**config.mk**
```make
export PLATFORM = sky130hd
export DESIGN_NAME = myproject_dense_acc_26s_16s
export DESIGN_NICKNAME = d
export VERILOG_FILES = /design/src/rtl/myproject_dense_acc_26s_16s.sv
export SDC_FILE = /design/constraint.sdc
export NUM_CORES = 1
export LEC_CHECK = 0
export ABC_AREA = 0
export ABC_CLOCK_PERIOD_IN_PS = 5950
export BUFFER_PORTS_ARGS = -buffer_cell sky130_fd_sc_hd__clkbuf_2
export CAP_MARGIN = 25
export CORE_MARGIN = 8
export CORE_UTILIZATION = 50
export CTS_BUF_LIST = sky130_fd_sc_hd__clkbuf_4
export DETAILED_ROUTE_END_ITERATION = 7
export HOLD_SLACK_MARGIN = 0.12
export PLACE_DENSITY = 0.7
export SETUP_SLACK_MARGIN = 0.3
export SYNTH_ARGS = -nofsm -noshare
export SYNTH_HDL_FRONTEND = slang
export SYNTH_SLANG_ARGS = --single-unit
```
**constraint.sdc**
```tcl
create_clock -name ap_clk -period 5.95 [get_ports ap_clk]
set_input_delay 0 -clock ap_clk [delete_from_list [all_inputs] [get_ports ap_clk]]
set_output_delay 0 -clock ap_clk [all_outputs]
set_load 0.01 [all_outputs]
```
**src/rtl/myproject_dense_acc_26s_16s.sv**
```systemverilog
// Dense-layer accumulator for the 10s x 16s -> 26s multiplier stream.
//
// Sums N_IN signed products plus a per-neuron bias. The bias is given at output scale and is
// aligned to the product scale by shifting it left by SHIFT. The sum is then rescaled by an
// arithmetic right shift of SHIFT bits, rounding half toward +inf, and saturated to OUT_WIDTH
// bits. One result is emitted per neuron over a valid/ready handshake.
//
// Ports:
//   ap_clk    clock, rising edge
//   ap_rst    synchronous active-high reset
//   prod_V    signed product input (PROD_WIDTH)
//   prod_vld  product valid
//   prod_rdy  product ready; low while a result is pending or during reset
//   bias_V    signed bias at output scale, sampled with the first product of a neuron
//   out_V     rounded, saturated result (OUT_WIDTH)
//   out_vld   result valid
//   out_rdy   downstream ready
//   ovf       result was saturated; qualified by out_vld
module myproject_dense_acc_26s_16s #(
  parameter int unsigned PROD_WIDTH = 26,
  parameter int unsigned ACC_WIDTH  = 32,
  parameter int unsigned OUT_WIDTH  = 16,
  parameter int unsigned N_IN       = 4,
  parameter int unsigned SHIFT      = 10
) (
  input  logic                        ap_clk,
  input  logic                        ap_rst,
  input  logic signed [PROD_WIDTH-1:0] prod_V,
  input  logic                        prod_vld,
  output logic                        prod_rdy,
  input  logic signed [OUT_WIDTH-1:0]  bias_V,
  output logic signed [OUT_WIDTH-1:0]  out_V,
  output logic                        out_vld,
  input  logic                        out_rdy,
  output logic                        ovf
);

  // Parameter sanity: the accumulator must hold N_IN full-scale products with headroom.
  if (ACC_WIDTH < PROD_WIDTH + $clog2(N_IN) + 2) begin : g_acc_width_check
    $error("ACC_WIDTH too small for PROD_WIDTH and N_IN");
  end
  if (ACC_WIDTH <= OUT_WIDTH) begin : g_out_width_check
    $error("ACC_WIDTH must exceed OUT_WIDTH");
  end
  if (N_IN < 1) begin : g_n_in_check
    $error("N_IN must be at least 1");
  end

  localparam int unsigned CntW = $clog2(N_IN + 1);
  localparam logic [CntW-1:0] CntLast = CntW'(N_IN - 1);

  // Rounding constant: half an output LSB expressed at accumulator scale.
  localparam int unsigned RndPos = (SHIFT > 0) ? SHIFT - 1 : 0;
  localparam logic signed [ACC_WIDTH:0] RndAdd =
      (SHIFT > 0) ? ((ACC_WIDTH + 1)'(1) << RndPos) : '0;

  // Output range limits, sign-extended to the rounding width for comparison.
  localparam logic signed [ACC_WIDTH:0] OutMax =
      {{(ACC_WIDTH - OUT_WIDTH + 2){1'b0}}, {(OUT_WIDTH - 1){1'b1}}};
  localparam logic signed [ACC_WIDTH:0] OutMin =
      {{(ACC_WIDTH - OUT_WIDTH + 2){1'b1}}, {(OUT_WIDTH - 1){1'b0}}};
  localparam logic signed [OUT_WIDTH-1:0] OutMaxN = {1'b0, {(OUT_WIDTH - 1){1'b1}}};
  localparam logic signed [OUT_WIDTH-1:0] OutMinN = {1'b1, {(OUT_WIDTH - 1){1'b0}}};

  typedef enum logic [1:0] {StIdle, StAcc, StOut} state_e;

  state_e                       state_q, state_d;
  logic signed [ACC_WIDTH-1:0]  acc_q, acc_d;
  logic [CntW-1:0]              cnt_q, cnt_d;
  logic signed [OUT_WIDTH-1:0]  out_q, out_d;
  logic                         ovf_q, ovf_d;

  logic                         prod_beat;
  logic                         out_beat;
  logic                         last_beat;
  logic signed [ACC_WIDTH-1:0]  prod_ext;
  logic signed [ACC_WIDTH-1:0]  bias_scaled;
  logic signed [ACC_WIDTH-1:0]  acc_next;
  logic signed [ACC_WIDTH:0]    rnd_sum;
  logic signed [ACC_WIDTH:0]    rnd_val;
  logic signed [OUT_WIDTH-1:0]  res_val;
  logic                         res_sat;

  assign prod_rdy  = (state_q != StOut) && !ap_rst;
  assign out_vld   = (state_q == StOut);
  assign out_V     = out_q;
  assign ovf       = ovf_q;
  assign prod_beat = prod_vld && prod_rdy;
  assign out_beat  = out_vld && out_rdy;

  assign prod_ext    = {{(ACC_WIDTH - PROD_WIDTH){prod_V[PROD_WIDTH-1]}}, prod_V};
  assign bias_scaled = {{(ACC_WIDTH - OUT_WIDTH){bias_V[OUT_WIDTH-1]}}, bias_V} <<< SHIFT;

  // The first beat of a neuron seeds the sum with the aligned bias instead of the old acc.
  always_comb begin
    acc_next = acc_q + prod_ext;
    if (state_q == StIdle) begin
      acc_next = bias_scaled + prod_ext;
    end
  end

  always_comb begin
    last_beat = (cnt_q == CntLast);
    if (state_q == StIdle) begin
      last_beat = (N_IN == 1);
    end
  end

  // Round half toward +inf, then saturate. One extra bit keeps the rounding add from wrapping.
  always_comb begin
    rnd_sum = {acc_next[ACC_WIDTH-1], acc_next} + RndAdd;
    rnd_val = rnd_sum >>> SHIFT;
    res_sat = 1'b0;
    res_val = rnd_val[OUT_WIDTH-1:0];
    if (rnd_val > OutMax) begin
      res_val = OutMaxN;
      res_sat = 1'b1;
    end else if (rnd_val < OutMin) begin
      res_val = OutMinN;
      res_sat = 1'b1;
    end
  end

  always_comb begin
    state_d = state_q;
    acc_d   = acc_q;
    cnt_d   = cnt_q;
    out_d   = out_q;
    ovf_d   = ovf_q;
    unique case (state_q)
      StIdle: begin
        if (prod_beat) begin
          acc_d   = acc_next;
          cnt_d   = CntW'(1);
          state_d = last_beat ? StOut : StAcc;
        end
      end
      StAcc: begin
        if (prod_beat) begin
          acc_d = acc_next;
          cnt_d = cnt_q + CntW'(1);
          if (last_beat) begin
            state_d = StOut;
          end
        end
      end
      StOut: begin
        if (out_beat) begin
          state_d = StIdle;
        end
      end
      default: state_d = StIdle;
    endcase
    // Result is captured from the sum including the final product, not from acc_q.
    if (prod_beat && last_beat) begin
      out_d = res_val;
      ovf_d = res_sat;
    end
  end

  always_ff @(posedge ap_clk) begin
    if (ap_rst) begin
      state_q <= StIdle;
      acc_q   <= '0;
      cnt_q   <= '0;
      out_q   <= '0;
      ovf_q   <= 1'b0;
    end else begin
      state_q <= state_d;
      acc_q   <= acc_d;
      cnt_q   <= cnt_d;
      out_q   <= out_d;
      ovf_q   <= ovf_d;
    end
  end

endmodule

```
Word level (Yosys, flattened, before mapping):

Index checks and enable logic that the tools add are counted.

* bits in latches: 0
* bits of input ports: 46
* word-level logic and storage cells: 45
* register bits: 54
* output and inout bits: 19
* memories: 0
* memory bits (writable): 0
* ROM bits: 0

* reduce and logical (&&, ||, !) cells: 11
* shift operators: 0
* divide/modulo/power cells: 0
* eq/ne operators: 8
* $lt $le $gt $ge: 2
* $mul: 0
* add/sub/neg operators: 4
* bitwise logic cells: 0
* mux-type cells: 15

Operators by type and width (number)
* adder 32 x 11 -> 33 bit, second input constant: 1
* adder 32 x 26 -> 32 bit: 1
* 2-to-1 mux 16 bit: 2
* 2-to-1 mux 32 bit: 1
* adder 26 x 26 -> 27 bit: 1
* greater-than comparator 23 x 16 -> 1 bit, second input constant: 1
* < comparator 23 x 16 -> 1 bit, second input constant: 1
* 2-to-1 mux 2 bit: 5
* != test 2 bit, second input constant: 4
* 2-to-1 mux 3 bit: 2
* one-hot mux 2 bit (3 select lines): 1
* one-hot mux 3 bit (2 select lines): 1
* logical AND 1 bit: 4
* AND reduction 4 bit: 1
* adder 3 x 1 -> 3 bit, second input constant: 1
* == test 3 x 2 -> 1 bit, second input constant: 1
* 2-to-1 mux 1 bit: 3
* AND reduction 3 bit: 1
* == test 2 x 1 -> 1 bit, second input constant: 1
* == test 2 bit, second input constant: 1
* zero test 2 bit: 1
* != test 2 x 1 -> 1 bit, second input constant: 1
* AND reduction 2 bit: 1
* nonzero test 2 bit: 1
* 2 further kinds: 2

Longest topological paths before layout:

Gate-level depths: netlist of run 1.

* depth in word-level cells: 6
* mapped depth: 18
* gate-level depth less buffers: 17

Least setup slack after synthesis of run 1:

No wires, ideal clock.

* path kind: register -> register
* start: reg acc_q[0]
* end: reg out_q[1], in the netlist out_V[1]
* clock period less this slack: 4.297 ns
* buffers on the path: 2
* library setup time: 0.122 ns
* required time: 5.828 ns
* arrival time: 4.175 ns
* cell stages (with the launch flop): 19
* slack: 1.653 ns
* cells stage by stage: dfxtp_1 -> ha_1 -> inv_1 -> fa_1 -> nand2b_1 -> a21oi_2 -> o21ai_2 -> and2_1 -> a311oi_4 -> or3b_1 -> or4b_1 -> buf_2 -> nor3_4 -> nand2_2 -> mux2_1 -> o31a_1 -> nor2b_4 -> buf_6 -> a221o_1

* word-level cells in the longest chain between the ends: 6
* elaborated cells on any way between the ends: 7
* classes of those cells: add/sub (2); order compare (2); mux (3)

Ends and longest elaborated chain
* from (decl): RTL line 68 `logic signed [ACC_WIDTH-1:0] acc_q, acc_d;`
* from (signal assigned): RTL line 164 `acc_q <= '0;`
* from (signal assigned): RTL line 170 `acc_q <= acc_d;`
* adder 32 x 26 -> 32 bit (*): RTL line 96 `acc_next = acc_q + prod_ext;`
* 2-to-1 mux 32 bit (*): RTL line 97 `if (state_q == StIdle) begin`
* adder 32 x 11 -> 33 bit (*): RTL line 111 `rnd_sum = {acc_next[ACC_WIDTH-1], acc_next} + RndAdd;`
* < comparator 23 x 16 -> 1 bit: RTL line 118 `end else if (rnd_val < OutMin) begin`
* 2-to-1 mux 16 bit: RTL line 118
* 2-to-1 mux 16 bit (*): RTL line 115 `if (rnd_val > OutMax) begin`
* to (signal assigned): RTL line 172 `out_q <= out_d;`
* to (decl): RTL line 70 `logic signed [OUT_WIDTH-1:0] out_q, out_d;`

Every way passes the cells marked *; elsewhere a longest branch is shown, timed or not.
A chain may end at the register's enable or synchronous reset.

Final worst setup path of run 1:

* start: reg state_q[0]
* end: reg out_q[4], in the netlist out_V[4]

* word-level cells in the longest chain between the ends: 6
* elaborated cells on any way between the ends: 12
* classes of those cells: add/sub (1); order compare (2); eq/ne (1); mux (4); reduce/logical (4)

Ends and longest elaborated chain
* from (decl): RTL line 67 `state_e state_q, state_d;`
* from (signal assigned): RTL line 163 `state_q <= StIdle;`
* from (signal assigned): RTL line 169 `state_q <= state_d;`
* zero test 2 bit: RTL line 97, 104
* 2-to-1 mux 32 bit: RTL line 97
* adder 32 x 11 -> 33 bit: RTL line 111
* < comparator 23 x 16 -> 1 bit: RTL line 118
* 2-to-1 mux 16 bit: RTL line 118
* 2-to-1 mux 16 bit: RTL line 115

Parallel ways exist; a longest one is shown, timed or not.

==> summary.md, run 1 <==
| Metric | Value |
|---|---|
| Fin. max-slew vios | 0 |
| Status | complete, no violations |
| Tmin final | around 4800 ps |
| Routed WL | about 17 mm |
| Setup Skew | around 17 ps |
| Initial antenna violation count | 0 |
| PortBufs | 64 |
| Fill count | approximately 1100 |
| Hold Crit Depth | 6 |
| Worst hold path startpoint | prod_V[10] |
| Post-synthesis sequential area ratio | between 10% and 20% |
| Core area | about 11000 um^2 |
| Reg area | 1080 um^2 |
| Starting density of the core | about half |
| Die area | between 10000 and 15000 um^2 |
| Ys Warns | 0 |
| Hold Path Sink | acc_q[10] |
| CTS Sinks | 54 |
| Synth Flop Type | dfxtp_1 |
| First-pass GRT wire length | ~27 mm |
| Vias per cell | 6.31 |
| Routed len/inst | ~18 um |
| Cell count after placement | approximately 900 |
| Dpl ws | 1220 ps |
| Final non-filler cell total | 925 |
| Layout cells sized above 1 | ~13% |
| Final Hold Viols | 0 |
| Longest Clk Path Bufs | 2 |
| Final WS setup | around 1200 ps |
| Post-CTS setup buffer count | 0 |
| DR pass1 iterations | 5 |
| Avg Cell Area, Syn | 7.73 um^2 |
| Synth Register Bits | 54 |
| Area growth, synth to finish | 10.2% |
| Post-layout util | a little under three fifths |
| Die height | between 100 and 150 um |
| Total CTS buffers | 5 |
| Routed vias | around 6000 |
| Clock-pin slew on the worst setup and hold paths | about 190 ps |
| Max_cap viols | 0 |
| Cell count after synthesis | 731 |
| Commonest non-fill, non-tap cell in the layout | nand2_1 |
| Vias in the first global route | around 5400 |
| Worst-path maximum fanout | 26 |
| Post-Syn Area | about 5700 um^2 |
| Slew margin rel. | around 36% |
| Multi-input gate area | between 4000 and 5000 um^2 |
| Power per cell area | between 200 and 250 nW/um^2 |
| Worst reg-to-reg setup slack | 1170 ps |
| Data required, critical path | between 6000 and 7000 ps |
| Number of flops mapped to enable cells by yosys | 0 |
| Row count | 39 |
| Antenna-violating nets left | 0 |
| GRT overflow | 0 |
| CTS Root Cell | clkbuf_4 |
| H-tree levels | 2 |
| Peak supply drop | approximately 0.14 mV |
| Leakage | 2.60 nW |
| GRT Resource Usage Total | 22.3% |
| Kind of critical path | reg -> reg |
| # IOs | between 60 and 70 |
| Number of DRC markers in iteration 0 | between 300 and 400 |
| # hold bufs at CTS | 14 |
| Largest net degree at the start of global routing | 45 |
| Final nets | approximately 880 |
| Die width | roughly 120 um |
| CTS tree | yes |
| Dpl hpwl | ~13 mm |
| Clock Latency Late Sink | 430 ps |
| Setup TNS Final | 0 ps |
| CP arrival | around 5200 ps |
| Beginning of the worst register-to-register path | state_q[0] |
| Synth Net Count | around 830 |
| Hold WS | between 100 and 150 ps |
| Worst-margin pin slew | ~970 ps |
| RSZ-0062 raised after global routing | false |
| RePlAce Congestion | about 1 |
| Setup-failing EPs final | 0 |
| Critical Path Sink Type | register |
| Startpoint Class | register |
| FF-to-FF path depth | 13 |
| Distinct cells, synth | approximately 80 |
| Post-cts resize count | 0 |
| DRC Markers | 0 |
| Post-synth ARST share | 0% |
| Hold crit path type | in -> reg |
| Most frequent cells in the layout | 70 x nand2_1, 64 x clkbuf_2, 58 x o21ai_0, 55 x a21oi_1, 54 x dfxtp_1 |
| Period utilization | between 80% and 90% |
| Fmax | 0.209 GHz |
| RR Endpoint | out_V[4] |
metal layers:
metal  track usage [%]  part of all wire [%]  vias to the layer above
met5                 0                     0                        -
met4              10.2                   4.5                        0
met3              3.77                   4.8                       49
met2              38.4                    48                      170
met1              26.7                    42                     2760
li1                  -                     -                     2862
stage by stage:
step           area, um^2  total power [mW]
5_1_grt              6220              1.46
3_5_place_dp         5990              1.11
6_report             6220              1.37
2_1_floorplan        5650             0.941
4_1_cts              6210              1.36
3_3_place_gp         5990              1.10
worst max-delay path, stage by stage (launching register included):
cell,delay [ps]
dfxtp_1,580
nor2_4,720
nor2_1,200
nand3_1,160
o221ai_2,120
a311oi_4,360
or3b_1,390
or4b_1,650
or4_1,550
a211oi_1,210
o211a_1,200
a21oi_2,100
nor2_4,270
a221o_1,220
cell type report:
cell class,count,area share [%]
inverter,21,1.27
tap,143,2.87
clock buffer,5,0.603
clock inverter,3,0.784
multi-input combinational,616,69.2
antenna,1,0.0402
timing repair buffer,82,7.88
sequential,54,17.4
worst max-delay path by stage:
stage	from	end	slack (ps)
after floorplan	acc_q[0]	out_V[1]	1650
after global placement	state_q[0]	out_V[6]	1310
after detailed placement	state_q[0]	out_V[4]	1220
after CTS	state_q[0]	out_V[4]	1200
after global routing	bias_V[0]	out_V[4]	920
final	state_q[0]	out_V[4]	1170
where the power goes:
group / internal, mW / leakage (nW) / switching [mW]
Clock: 0.0912 / 0.0433 / 0.149
Sequential: 0.391 / 0.442 / 0.0197
Combinational: 0.271 / 2.11 / 0.447
Total: 0.753 / 2.60 / 0.615
cells in the mapped netlist (all sizes together) (3+ instances only):
library cell	instances	area, um^2
a21o	15	113
and3	4	25.0
nor2	47	191
o22ai	8	50.1
xor2	21	184
nor2b	5	38.8
o21a	9	68.8
clkbuf	31	116
o21bai	4	30.0
nand4	12	75.1
o31ai	6	50.1
a211oi	19	153
a21oi	60	319
nor3	15	86.3
a31oi	6	37.5
and2	13	81.3
o221ai	4	41.3
inv	21	78.8
nand2b	10	62.6
nand3	17	85.1
o211a	4	40.0
mux2i	7	70.1
nand4b	3	32.5
o211ai	12	90.1
buf	9	67.6
dfxtp	54	1080
a221o	14	140
or2	3	18.8
ha	50	626
o21ai	61	313
a21boi	3	22.5
a32o	3	30.0
nand2	71	269
a2111oi	3	26.3
xnor2	23	201
a311oi	3	43.8
nand3b	35	263
o2111ai	5	43.8
mux2	3	33.8
and4	8	70.1
state kept, by name, summed over array words and instances, names as in the netlist:
| signal | cells |
|---|---|
| state_q | 2 |
| out_V | 16 |
| acc_q | 32 |
| ovf | 1 |
| cnt_q | 3 |
cell families after synthesis:
group                      Yosys count  share of synthesized area (%)
AOI/OAI and AO/OA                  256                           31.3
and+or+nand+nor                    254                           24.5
buffers and inverters               61                           4.65
DFF                                 54                           19.1
adders and majority gates           52                           11.8
xor gates and xnor gates            44                           6.82
muxes                               10                           1.84
No activity file was read; power rests on OpenSTA's default activity.
==> run 2, diff against run 1 <==
--- a/config.mk
+++ b/config.mk
@@ -5,8 +5,8 @@
 export SDC_FILE = /design/constraint.sdc
 export NUM_CORES = 1
 export LEC_CHECK = 0
-export ABC_AREA = 0
-export ABC_CLOCK_PERIOD_IN_PS = 5950
+export ABC_AREA = 1
+export ABC_CLOCK_PERIOD_IN_PS = 4200
 export BUFFER_PORTS_ARGS = -buffer_cell sky130_fd_sc_hd__clkbuf_2
 export CAP_MARGIN = 25
 export CORE_MARGIN = 8
@@ -14,7 +14,7 @@
 export CTS_BUF_LIST = sky130_fd_sc_hd__clkbuf_4
 export DETAILED_ROUTE_END_ITERATION = 7
 export HOLD_SLACK_MARGIN = 0.12
-export PLACE_DENSITY = 0.7
+export PLACE_DENSITY = 0.72
 export SETUP_SLACK_MARGIN = 0.3
 export SYNTH_ARGS = -nofsm -noshare
 export SYNTH_HDL_FRONTEND = slang
==> constraint.sdc (replaced) <==
create_clock -name ap_clk -period 4.2 [get_ports ap_clk]
set_input_delay 0 -clock ap_clk [delete_from_list [all_inputs] [get_ports ap_clk]]
set_output_delay 0 -clock ap_clk [all_outputs]
set_load 0.01 [all_outputs]
==> run 2 against run 1 <==
Compared with the run above: synthesized cell count up 70%; sequential share of layout area is 3.0 points lower; die area grew 17%; count of clock-buffer cells in the layout unchanged; maximum frequency rose by 31%; combinational power increased by 77%; critical endpoint is now out_V[11]; routed wire length is 28% higher; largest power group unchanged; worst setup slack worse by 620 ps; area after synthesis rose by 20%; sequential power is 44% higher; highest routed layer unchanged; via count up 33%.
==> summary.md, run 2 <==
| Metric | Value |
|---|---|
| Status | complete, no violations (unchanged) |
| Leakage | 4.32 nW (was 2.60 nW) |
| Die height | 132 um (was 122 um) |
| Largest net degree at the start of global routing | 38 (was 45) |
| Tot Pwr | 2.20 mW (was 1.37 mW) |
| DRC Markers | 0 (unchanged) |
| Dpl hpwl | 17.7 mm (was 13.1 mm) |
| Final Hold Viols | 0 (unchanged) |
| Critical Path Sink Type | register (unchanged) |
| Ys Warns | 0 (unchanged) |
| Hold crit path type | in -> reg (unchanged) |
| Total CTS buffers | 5 (unchanged) |
| Layout cells sized above 1 | 11.0% (was 12.9%) |
| PortBufs | 64 (unchanged) |
| Setup Skew | 27.5 ps (was 16.6 ps) |
| Top reg by flops | acc_q (unchanged) |
| RePlAce Congestion | 1.01 (was 0.973) |
| CTS Sinks | 54 (unchanged) |
| Routed len/inst | 14.5 um (was 18.3 um) |
| Power per cell area | 293 nW/um^2 (was 220 nW/um^2) |
| DR pass1 iterations | 5 (unchanged) |
| Area leader, netlist | nand2_1 (was dfxtp_1) |
| CP Cell Sequence | ha_1 > inv_1 > fa_1 > inv_1 > nand2_1 > nand3_1 > nand2_1 > nand2_1 > nand2_1 > nand3_1 > nand3_1 > nand2_1 > nand2_1 > nor2_1 > nand4_1 > nand2_1 > nand3_1 > nor2_1 > nand2_2 > nand3_4 > nand2_1 > nor2_1 > nor2_1 (was nor2_4 > nor2_1 > nand3_1 > o221ai_2 > a311oi_4 > or3b_1 > or4b_1 > or4_1 > a211oi_1 > o211a_1 > a21oi_2 > nor2_4 > a221o_1) |
| Most frequent cell on the critical path | nand2_1 (was nor2_4) |
| Post-Syn Area | 6790 um^2 (was 5650 um^2) |
| Kind of critical path | reg -> reg (unchanged) |
| Core area | 13200 um^2 (was 11200 um^2) |
| GRT Resource Usage Total | 24.1% (was 22.3%) |
| Slew margin rel. | 52.9% (was 35.5%) |
| Synth top area cells | nand2_1 24%, dfxtp_1 16%, inv_1 11% (was dfxtp_1 19%, ha_1 11%, o21ai_0 5.1%) |
| Worst-margin pin slew | 705 ps (was 965 ps) |
| CTS Root Cell | clkbuf_4 (unchanged) |
| Starting density of the core | 51.2% (was 50.3%) |
| Number of flops mapped to enable cells by yosys | 0 (unchanged) |
| Most common cell in the synthesized netlist | nand2_1 (unchanged) |
| Area growth, synth to finish | 11.0% (was 10.2%) |
| Slowest CP cell | dfxtp_1 (was nor2_4) |
| Die area | 17600 um^2 (was 15000 um^2) |
| Clock Latency Late Sink | 460 ps (was 430 ps) |
| Synth Flop Type | dfxtp_1 (unchanged) |
| Final WS setup | 555 ps (was 1170 ps) |
| Cell count after synthesis | 1246 (was 731) |
| CP arrival | 3980 ps (was 5150 ps) |
| Clock-pin slew on the worst setup and hold paths | 210 ps (was 190 ps) |
| RSZ-0062 raised after global routing | false (unchanged) |
| Most frequent cells in the layout | 430 x nand2_1, 197 x inv_1, 136 x nor2_1, 111 x nand3_1, 64 x clkbuf_2 (was 70 x nand2_1, 64 x clkbuf_2, 58 x o21ai_0, 55 x a21oi_1, 54 x dfxtp_1) |
| Commonest non-fill, non-tap cell in the layout | nand2_1 (unchanged) |
| Fin. max-slew vios | 0 (unchanged) |
| Data required, critical path | 4530 ps (was 6320 ps) |
| Setup-failing EPs final | 0 (unchanged) |
| Initial antenna violation count | 1 (was 0) |
| Row count | 42 (was 39) |
| Tmin final | 3650 ps (was 4780 ps) |
| Longest Clk Path Bufs | 2 (unchanged) |
| Max_cap viols | 0 (unchanged) |
| Synth top cells by count | 432 x nand2_1, 198 x inv_1, 139 x nor2_1, 111 x nand3_1, 55 x o21ai_0 (was 70 x nand2_1, 58 x o21ai_0, 55 x a21oi_1, 54 x dfxtp_1, 50 x ha_1) |
| Fill count | 1441 (was 1091) |
| Synth top area share | 23.9% (was 19.1%) |
| Routed WL | 21.7 mm (was 16.9 mm) |
| Post-synthesis sequential area ratio | 15.9% (was 19.1%) |
| H-tree levels | 2 (unchanged) |
| Post-synth ARST share | 0% (unchanged) |
| # IOs | 65 (unchanged) |
| Max FFs per register | 32 (unchanged) |
| Routed vias | 7779 (was 5841) |
| Synth Net Count | 1344 (was 829) |
| Period utilization | 86.8% (was 80.3%) |
| Number of DRC markers in iteration 0 | 548 (was 336) |
| CP bufs+invs | 2 (was 0) |
| Fmax | 0.274 GHz (was 0.209 GHz) |
| Peak supply drop | 0.146 mV (was 0.136 mV) |
| Distinct cells, synth | 38 (was 79) |
| GRT overflow | 0 (unchanged) |
| CTS tree | yes (unchanged) |
| Final nets | 1415 (was 878) |
| Setup TNS Final | 0 ps (unchanged) |
| Vias per cell | 5.20 (was 6.31) |
| Post-layout util | 56.9% (was 55.5%) |
| First-pass GRT wire length | 34.8 mm (was 27.0 mm) |
| Worst-path maximum fanout | 13 (was 26) |
| CP top delay family | simple AND/OR/NAND/NOR gates (unchanged) |
| Vias in the first global route | 7131 (was 5437) |
| Startpoint Class | register (unchanged) |
| Synth Register Bits | 54 (unchanged) |
| Dpl ws | 481 ps (was 1220 ps) |
| CP peak stage delay | 380 ps (was 720 ps) |
| Post-CTS setup buffer count | 0 (unchanged) |
| Die width | 132 um (was 122 um) |
| Avg Cell Area, Syn | 5.45 um^2 (was 7.73 um^2) |
| Antenna-violating nets left | 0 (unchanged) |
## run 2: changes by cell type after synthesis, sizes merged, moves of 13 or more
cell / change
a221o: -14
xnor2: -19
nand3b: -34
inv: +183
a21o: -14
clkbuf: -16
a21oi: -13
a211oi: -18
nand3: +103
nand2: +375
nor2: +121
## run 2: tightest hold or removal path: cells and delay by family
family                     cells  cell delay (ps)
and+or+nand+nor                2              200
adders and majority gates      1              120
AOI/OAI and AO/OA              1              160
buffers and inverters          1               90
## run 2: final timing paths
path / startpoint / to / slack (ps) / depth (start not counted)
max: acc_q[0] / out_V[11] / 550 / 23
min: prod_V[10] / acc_q[10] / 140 / 5
max reg2reg: acc_q[0] / out_V[11] / 550 / 23
min reg2reg: cnt_q[1] / cnt_q[1] / 480 / 2
## run 2: area by class of cell
cell class,instances,area (um^2),area share [%]
tap,176,220,2.92
multi-input combinational,965,4840,64.3
timing repair buffer,86,531,7.04
antenna,1,2.50,0.0332
inverter,205,772,10.2
sequential,54,1080,14.4
clock inverter,3,47.5,0.631
clock buffer,5,37.5,0.498
## run 2: stage by stage
stage,cell area [um^2],instances,hold slack (ps)
after floorplan,6790,1246,54.9
after global routing,7530,1495,143
after global placement,7230,1468,278
after CTS,7500,1494,141
after detailed placement,7230,1468,277
final,7530,1495,137
## run 2: timing repair
item,CTS,global route
endpoints found under the hold margin,27,0
resized for setup,0,11
hold buffers,18,0
endpoints found under the setup margin,0,16
## run 2: cell families (layout without fill, tap and decap cells)
| logic type | count (synthesis) | count (layout) | synth area share [%] |
|---|---|---|---|
| xor+xnor | 22 | 22 | 2.84 |
| fa+ha+maj | 52 | 52 | 9.81 |
| other cells | 0 | 1 | 0 |
| buf+inv | 227 | 299 | 13.1 |
| compound gates | 110 | 110 | 8.32 |
| simple gates | 781 | 781 | 50.0 |
| flops | 54 | 54 | 15.9 |
## run 2: metal layers
metal | vias to the layer above | track usage [%] | share of wire (%)
met3 | 30 | 3.37 | 5.9
met5 | - | 0 | 0
met4 | 0 | 8.96 | 2.9
met1 | 3478 | 31.6 | 47
met2 | 230 | 39.3 | 44
li1 | 4041 | - | -
## run 2: where the power goes
group          internal (mW)  total [mW]  switching [mW]
logic                  0.400        1.27           0.873
registers              0.557       0.590          0.0322
clock network          0.129       0.342           0.213
total                   1.09        2.20            1.12
